**src/rtl/apb_master_if.sv**
```systemverilog
// Bundle of the user command/response handshake and the APB bus signals.
// The master modport is the view of apb_master; the slave modport is the
// view of whatever sits on the other side (user logic plus APB slave).
interface apb_master_if #(
    parameter int ADDR_W = 8,
    parameter int DATA_W = 16
);

    // User command channel
    logic              cmd_valid;
    logic              cmd_ready;
    logic              cmd_wr;
    logic [ADDR_W-1:0] cmd_addr;
    logic [DATA_W-1:0] cmd_wdata;

    // User response channel
    logic              rsp_valid;
    logic [DATA_W-1:0] rsp_rdata;
    logic              rsp_err;

    // APB bus
    logic              psel;
    logic              penable;
    logic              pwrite;
    logic [ADDR_W-1:0] paddr;
    logic [DATA_W-1:0] pwdata;
    logic [DATA_W-1:0] prdata;
    logic              pready;
    logic              pslverr;

    modport master (
        input  cmd_valid,
        input  cmd_wr,
        input  cmd_addr,
        input  cmd_wdata,
        output cmd_ready,
        output rsp_valid,
        output rsp_rdata,
        output rsp_err,
        output psel,
        output penable,
        output pwrite,
        output paddr,
        output pwdata,
        input  prdata,
        input  pready,
        input  pslverr
    );

    modport slave (
        output cmd_valid,
        output cmd_wr,
        output cmd_addr,
        output cmd_wdata,
        input  cmd_ready,
        input  rsp_valid,
        input  rsp_rdata,
        input  rsp_err,
        input  psel,
        input  penable,
        input  pwrite,
        input  paddr,
        input  pwdata,
        output prdata,
        output pready,
        output pslverr
    );

endinterface

```
**src/rtl/apb_master.sv**
```systemverilog
// APB master: turns single user commands into APB SETUP/ACCESS transfers,
// returns a one-cycle response per command, and aborts a transfer whose
// slave keeps pready low for TIMEOUT ACCESS cycles. Back-to-back commands
// skip IDLE so psel stays high between transfers.
module apb_master #(
    parameter int ADDR_W  = 8,
    parameter int DATA_W  = 16,
    parameter int TIMEOUT = 16
) (
    input  logic         clk,
    input  logic         rst,
    apb_master_if.master bus
);

    typedef enum logic [1:0] {
        IDLE   = 2'd0,
        SETUP  = 2'd1,
        ACCESS = 2'd2
    } state_t;

    // Wait count seen during the last ACCESS cycle allowed before abort
    localparam logic [7:0] LAST_WAIT = 8'(TIMEOUT - 1);

    state_t            state_q, state_d;
    logic              psel_q, psel_d;
    logic              penable_q, penable_d;
    logic              pwrite_q, pwrite_d;
    logic [ADDR_W-1:0] paddr_q, paddr_d;
    logic [DATA_W-1:0] pwdata_q, pwdata_d;
    logic              rsp_valid_q, rsp_valid_d;
    logic [DATA_W-1:0] rsp_rdata_q, rsp_rdata_d;
    logic              rsp_err_q, rsp_err_d;
    logic [7:0]        wait_cnt_q, wait_cnt_d;

    logic              cmd_ready_c;
    logic              cmd_accept;
    logic              access_done;
    logic              access_abort;

    // Command readiness: free in IDLE, or when the current transfer ends now
    always_comb begin
        cmd_ready_c = 1'b0;
        case (state_q)
            IDLE:    cmd_ready_c = 1'b1;
            ACCESS:  cmd_ready_c = bus.pready;
            default: cmd_ready_c = 1'b0;
        endcase
    end

    assign cmd_accept   = bus.cmd_valid & cmd_ready_c;
    assign access_done  = (state_q == ACCESS) & bus.pready;
    assign access_abort = (state_q == ACCESS) & ~bus.pready & (wait_cnt_q == LAST_WAIT);

    // Next-state and next-output computation for the transfer FSM
    always_comb begin
        state_d     = state_q;
        psel_d      = psel_q;
        penable_d   = penable_q;
        pwrite_d    = pwrite_q;
        paddr_d     = paddr_q;
        pwdata_d    = pwdata_q;
        rsp_valid_d = 1'b0;
        rsp_rdata_d = rsp_rdata_q;
        rsp_err_d   = rsp_err_q;
        wait_cnt_d  = wait_cnt_q;

        case (state_q)
            IDLE: begin
                psel_d    = 1'b0;
                penable_d = 1'b0;
            end

            SETUP: begin
                state_d   = ACCESS;
                psel_d    = 1'b1;
                penable_d = 1'b1;
            end

            ACCESS: begin
                if (access_done) begin
                    rsp_valid_d = 1'b1;
                    rsp_err_d   = bus.pslverr;
                    rsp_rdata_d = pwrite_q ? '0 : bus.prdata;
                    state_d     = IDLE;
                    psel_d      = 1'b0;
                    penable_d   = 1'b0;
                end else if (access_abort) begin
                    rsp_valid_d = 1'b1;
                    rsp_err_d   = 1'b1;
                    rsp_rdata_d = '0;
                    state_d     = IDLE;
                    psel_d      = 1'b0;
                    penable_d   = 1'b0;
                end else begin
                    wait_cnt_d = wait_cnt_q + 8'd1;
                end
            end

            default: begin
                state_d   = IDLE;
                psel_d    = 1'b0;
                penable_d = 1'b0;
            end
        endcase

        // A new command overrides the return to IDLE and starts a SETUP phase
        if (cmd_accept) begin
            state_d    = SETUP;
            psel_d     = 1'b1;
            penable_d  = 1'b0;
            pwrite_d   = bus.cmd_wr;
            paddr_d    = bus.cmd_addr;
            pwdata_d   = bus.cmd_wdata;
            wait_cnt_d = 8'd0;
        end
    end

    // State and registered outputs, cleared asynchronously while rst is low
    always_ff @(posedge clk or negedge rst) begin
        if (!rst) begin
            state_q     <= IDLE;
            psel_q      <= 1'b0;
            penable_q   <= 1'b0;
            pwrite_q    <= 1'b0;
            paddr_q     <= '0;
            pwdata_q    <= '0;
            rsp_valid_q <= 1'b0;
            rsp_rdata_q <= '0;
            rsp_err_q   <= 1'b0;
            wait_cnt_q  <= 8'd0;
        end else begin
            state_q     <= state_d;
            psel_q      <= psel_d;
            penable_q   <= penable_d;
            pwrite_q    <= pwrite_d;
            paddr_q     <= paddr_d;
            pwdata_q    <= pwdata_d;
            rsp_valid_q <= rsp_valid_d;
            rsp_rdata_q <= rsp_rdata_d;
            rsp_err_q   <= rsp_err_d;
            wait_cnt_q  <= wait_cnt_d;
        end
    end

    assign bus.cmd_ready = cmd_ready_c;
    assign bus.psel      = psel_q;
    assign bus.penable   = penable_q;
    assign bus.pwrite    = pwrite_q;
    assign bus.paddr     = paddr_q;
    assign bus.pwdata    = pwdata_q;
    assign bus.rsp_valid = rsp_valid_q;
    assign bus.rsp_rdata = rsp_rdata_q;
    assign bus.rsp_err   = rsp_err_q;

endmodule

```
**src/flat_wrapper.sv**
```systemverilog
// flat-port wrapper written by rule: the top's interface ports become plain ports
module apb_master_flat 
#(
    parameter int ADDR_W  = 8,
    parameter int DATA_W  = 16,
    parameter int TIMEOUT = 16
)
  (clk, rst, bus_cmd_valid, bus_cmd_wr, bus_cmd_addr, bus_cmd_wdata, bus_cmd_ready, bus_rsp_valid, bus_rsp_rdata, bus_rsp_err, bus_psel, bus_penable, bus_pwrite, bus_paddr, bus_pwdata, bus_prdata, bus_pready, bus_pslverr);
  apb_master_if #(.ADDR_W(ADDR_W), .DATA_W(DATA_W)) bus_i ();
  input  logic clk;
  input  logic rst;
  input wire logic [$bits(bus_i.cmd_valid)-1:0] bus_cmd_valid;
  input wire logic [$bits(bus_i.cmd_wr)-1:0] bus_cmd_wr;
  input wire logic [$bits(bus_i.cmd_addr)-1:0] bus_cmd_addr;
  input wire logic [$bits(bus_i.cmd_wdata)-1:0] bus_cmd_wdata;
  output wire logic [$bits(bus_i.cmd_ready)-1:0] bus_cmd_ready;
  output wire logic [$bits(bus_i.rsp_valid)-1:0] bus_rsp_valid;
  output wire logic [$bits(bus_i.rsp_rdata)-1:0] bus_rsp_rdata;
  output wire logic [$bits(bus_i.rsp_err)-1:0] bus_rsp_err;
  output wire logic [$bits(bus_i.psel)-1:0] bus_psel;
  output wire logic [$bits(bus_i.penable)-1:0] bus_penable;
  output wire logic [$bits(bus_i.pwrite)-1:0] bus_pwrite;
  output wire logic [$bits(bus_i.paddr)-1:0] bus_paddr;
  output wire logic [$bits(bus_i.pwdata)-1:0] bus_pwdata;
  input wire logic [$bits(bus_i.prdata)-1:0] bus_prdata;
  input wire logic [$bits(bus_i.pready)-1:0] bus_pready;
  input wire logic [$bits(bus_i.pslverr)-1:0] bus_pslverr;
  assign bus_i.cmd_valid = bus_cmd_valid;
  assign bus_i.cmd_wr = bus_cmd_wr;
  assign bus_i.cmd_addr = bus_cmd_addr;
  assign bus_i.cmd_wdata = bus_cmd_wdata;
  assign bus_cmd_ready = bus_i.cmd_ready;
  assign bus_rsp_valid = bus_i.rsp_valid;
  assign bus_rsp_rdata = bus_i.rsp_rdata;
  assign bus_rsp_err = bus_i.rsp_err;
  assign bus_psel = bus_i.psel;
  assign bus_penable = bus_i.penable;
  assign bus_pwrite = bus_i.pwrite;
  assign bus_paddr = bus_i.paddr;
  assign bus_pwdata = bus_i.pwdata;
  assign bus_i.prdata = bus_prdata;
  assign bus_i.pready = bus_pready;
  assign bus_i.pslverr = bus_pslverr;
  apb_master #(.ADDR_W(ADDR_W), .DATA_W(DATA_W), .TIMEOUT(TIMEOUT)) u_core (.clk(clk), .rst(rst), .bus(bus_i));
endmodule
```
**config.mk**
```make
export PLATFORM = sky130hd
export DESIGN_NAME = apb_master_flat
export DESIGN_NICKNAME = d
export VERILOG_FILES = /design/src/rtl/apb_master_if.sv /design/src/rtl/apb_master.sv /design/src/flat_wrapper.sv
export SDC_FILE = /design/constraint.sdc
export NUM_CORES = 1
export LEC_CHECK = 0
export BUFFER_PORTS_ARGS = -buffer_cell sky130_fd_sc_hd__buf_2
export CORE_MARGIN = 3
export CORE_UTILIZATION = 52
export DETAILED_ROUTE_END_ITERATION = 6
export GPL_TIMING_DRIVEN = 0
export HOLD_SLACK_MARGIN = 0.05
export PLACE_DENSITY = 0.84
export SYNTH_ARGS = -nofsm -noshare
export SYNTH_HDL_FRONTEND = slang
export SYNTH_SLANG_ARGS = --single-unit
```
**constraint.sdc**
```tcl
create_clock -name clk -period 5.5 [get_ports clk]
set_clock_uncertainty 0.15 [all_clocks]
set_input_delay 0 -clock clk [delete_from_list [all_inputs] [get_ports clk]]
set_output_delay 0 -clock clk [all_outputs]
set_load 0.1 [all_outputs]
```
==> flow_summary.toml <==
[critical_path]
r2r_cells = 7
cp-start-kind = "register"
crit_type = "reg2reg"
crit_start = "u_core.state_q[0]"
cp.required_ns = 5.53
worstPathArrival_ns = 2.36
r2r_start = "u_core.state_q[0]"
critical_path.max_fanout = 10
r2r-end = "u_core.bus.rsp_err"
reg2reg_slack_ns = 3.18
critPathCaptureType = "register"

[synth]
yosys.area.top_type_share = 0.577
synthSimpleGateAreaFrac = 0.117
synth.distinct_cells = 40
yosysTopAreaCell = "dfrtp_1"
syn-num-nets = 219
synth.area.mux_share = 0.150
synth_compound_area_frac = 0.119
ys.flop_type = "dfrtp_1"
synth_top_family_by_area = "multiplexers"
yosys_warnings = 0
synth_xor_area_frac = 0
syn_area_per_cell_um2 = 13.9
synth_top_cells_by_area = "dfrtp_1 (58%), a221o_1 (6.7%), mux2_4 (6.3%)"
synthCells = 172
ys_seq_area_frac = 0.577
ys_ff_latch = 55
synth_area_um2 = 2390
async_flop_share = 1.00
yosys.area_share.adder = 0.00524
synth_edf_count = 0

[route]
via_per_inst = 5.27
routed.top_layer = "met4"
drc = 0
m1WireLength_um = 2520
wl_met2_um = 3100
wl_per_cell_um = 16.3
wl_um = 6040
drt_iter0_markers = 119
vias = 1951
routed-wl-met3_um = 270
drtAntennaViolNets = 0
drt-pass1-iter-count = 4

[floorplan]
start_util = 0.545
die_y_um = 73.8
ioPinCount = 92
core_area_um2 = 4380
die_w_um = 73.8
rows = 24
design.die.area_um2 = 5440

[finish]
nFillCells = 260
drive_above_1_share = 0.396
seqCellArea_um2 = 1380
post-route-cell-area_um2 = 3480
multiInputGateArea_um2 = 937
final_nets = 364
final_cell_mix = "buf_2 (93), dfrtp_1 (55), dlygate4sd3_1 (47), and2_1 (16), a221o_1 (16)"
diodes = 0
final_common_cell = "buf_2"
area_growth_pct = 45.7

[place]
post-place-ws_ns = 3.53
dp_hpwl_um = 3680
gp_congestion = 0.755
io_buffers = 91
dpl-instance-area_um2 = 2910

[timing]
tightest_slew_ns = 1.19
relSlewSlack = 0.206
max_freq_ghz = 0.430
finalMaxSlewViolations = 0
worst_slack_ns = 3.18
setup_viol = 0
fin_crit_sh = 0.423
min_period_ns = 2.32
final_hold_viol_count = 0
setup_tns_ns = 0
rsz0062_at_grt = "no"

[clock_tree]
cts_buffer_depth = 2
ctsHoldBuffers = 47
cts_resized = 0
clkSinkCount = 55
clk_pin_slew_ns = 0.09
cts_buffers = 5
cts_tree = "done"
post_cts_buffers = 0
cts-root-buf = "clkbuf_8"
clk_latency_ns = 0.30
htreeDepth = 2

[global_route]
grt_max_degree = 56
grt_pass1_vias = 2006
grt_pass1_wl_um = 9360
grt.total_usage = 0.223
grt-ovfl-total = 0
antenna_found_initial = 0

[min_path]
hp-class = "in2reg"
holdPathEnd = "u_core.bus.paddr[7]"
holdPathStages = 3
hold_start = "bus_cmd_addr[7]"

[run]
drv_cap = 0

[pwr]
p_leak_nw = 1.64
p_per_area_nw_per_um2 = 540
vdd_drop_max_mv = 0.303

[run_status]
status = "finished clean"
[per-stage QoR]
step | utilization | hold slack [ns] | power [mW] | instances
2_1_floorplan | - | -0.446 | 1.44 | 172
3_3_place_gp | 0.663 | 0.0609 | 1.60 | 315
3_5_place_dp | 0.663 | 0.0709 | 1.61 | 315
4_1_cts | 0.793 | 0.290 | 1.88 | 370
5_1_grt | 0.793 | 0.320 | 1.95 | 370
6_report | 0.793 | 0.302 | 1.88 | 370
[how the worst max path moves through the flow]
| stage | end |
|---|---|
| floorplan | bus_cmd_ready |
| global placement | u_core.bus.rsp_rdata[6] |
| detailed placement | u_core.bus.rsp_rdata[7] |
| CTS | u_core.bus.rsp_err |
| global route | u_core.bus.rsp_err |
| finish | u_core.bus.rsp_err |
[cells in the mapped netlist (all sizes together) (3+ instances only)]
cell and number:
mux2i 4, nor2 3, mux2 25, and2 16, a221o 16, a21oi 6
buf 6, dfrtp 55, inv 3, o31ai 4, a211oi 3
[worst max-delay path, stage by stage (launching register included)]
cell and delay, ns:
dfrtp_1 0.35, buf_6 0.13, nand2b_1 0.10, clkbuf_1 0.32, clkbuf_1 0.35, mux2i_1 0.22
nor2_1 0.05, dlygate4sd3_1 0.55
[state kept, by name (all words and copies together), names as in the netlist]
| signal | flops |
|---|---|
| u_core.bus.rsp_valid | 1 |
| u_core.bus.pwrite | 1 |
| u_core.bus.psel | 1 |
| u_core.bus.rsp_rdata | 16 |
| u_core.bus.rsp_err | 1 |
| u_core.bus.penable | 1 |
| u_core.bus.paddr | 8 |
| u_core.state_q | 2 |
| u_core.wait_cnt_q | 8 |
| u_core.bus.pwdata | 16 |
[where the power goes]
group	internal [mW]	leakage, nW	switching [mW]	total (mW)
sequential	0.504	0.643	0.0696	0.573
clock	0.115	0.0515	0.122	0.237
combinational	0.221	0.945	0.848	1.07
total	0.840	1.64	1.04	1.88
[per-layer routing]
layer | up-vias | GRT usage
met5 | - | 0
met4 | 0 | 0.0845
met3 | 17 | 0.0342
met2 | 68 | 0.394
met1 | 938 | 0.274
li1 | 928 | -
[logic make-up (layout without fill, tap and decap cells)]
| kind of cell | after synthesis | after routing |
|---|---|---|
| buf+inv | 12 | 158 |
| flops | 55 | 55 |
| compound gates | 34 | 34 |
| fa+ha+maj | 1 | 1 |
| simple gates | 41 | 41 |
| mux | 29 | 29 |
[area by class of cell]
class	instances	area share
plain buffers	8	0.0169
clock buffers	8	0.0288
inverters	4	0.00432
multi-input cells	105	0.269
flip-flops and latches	55	0.396
well taps	52	0.0187
repair buffers	138	0.266
No activity file was read; power rests on OpenSTA's default activity.
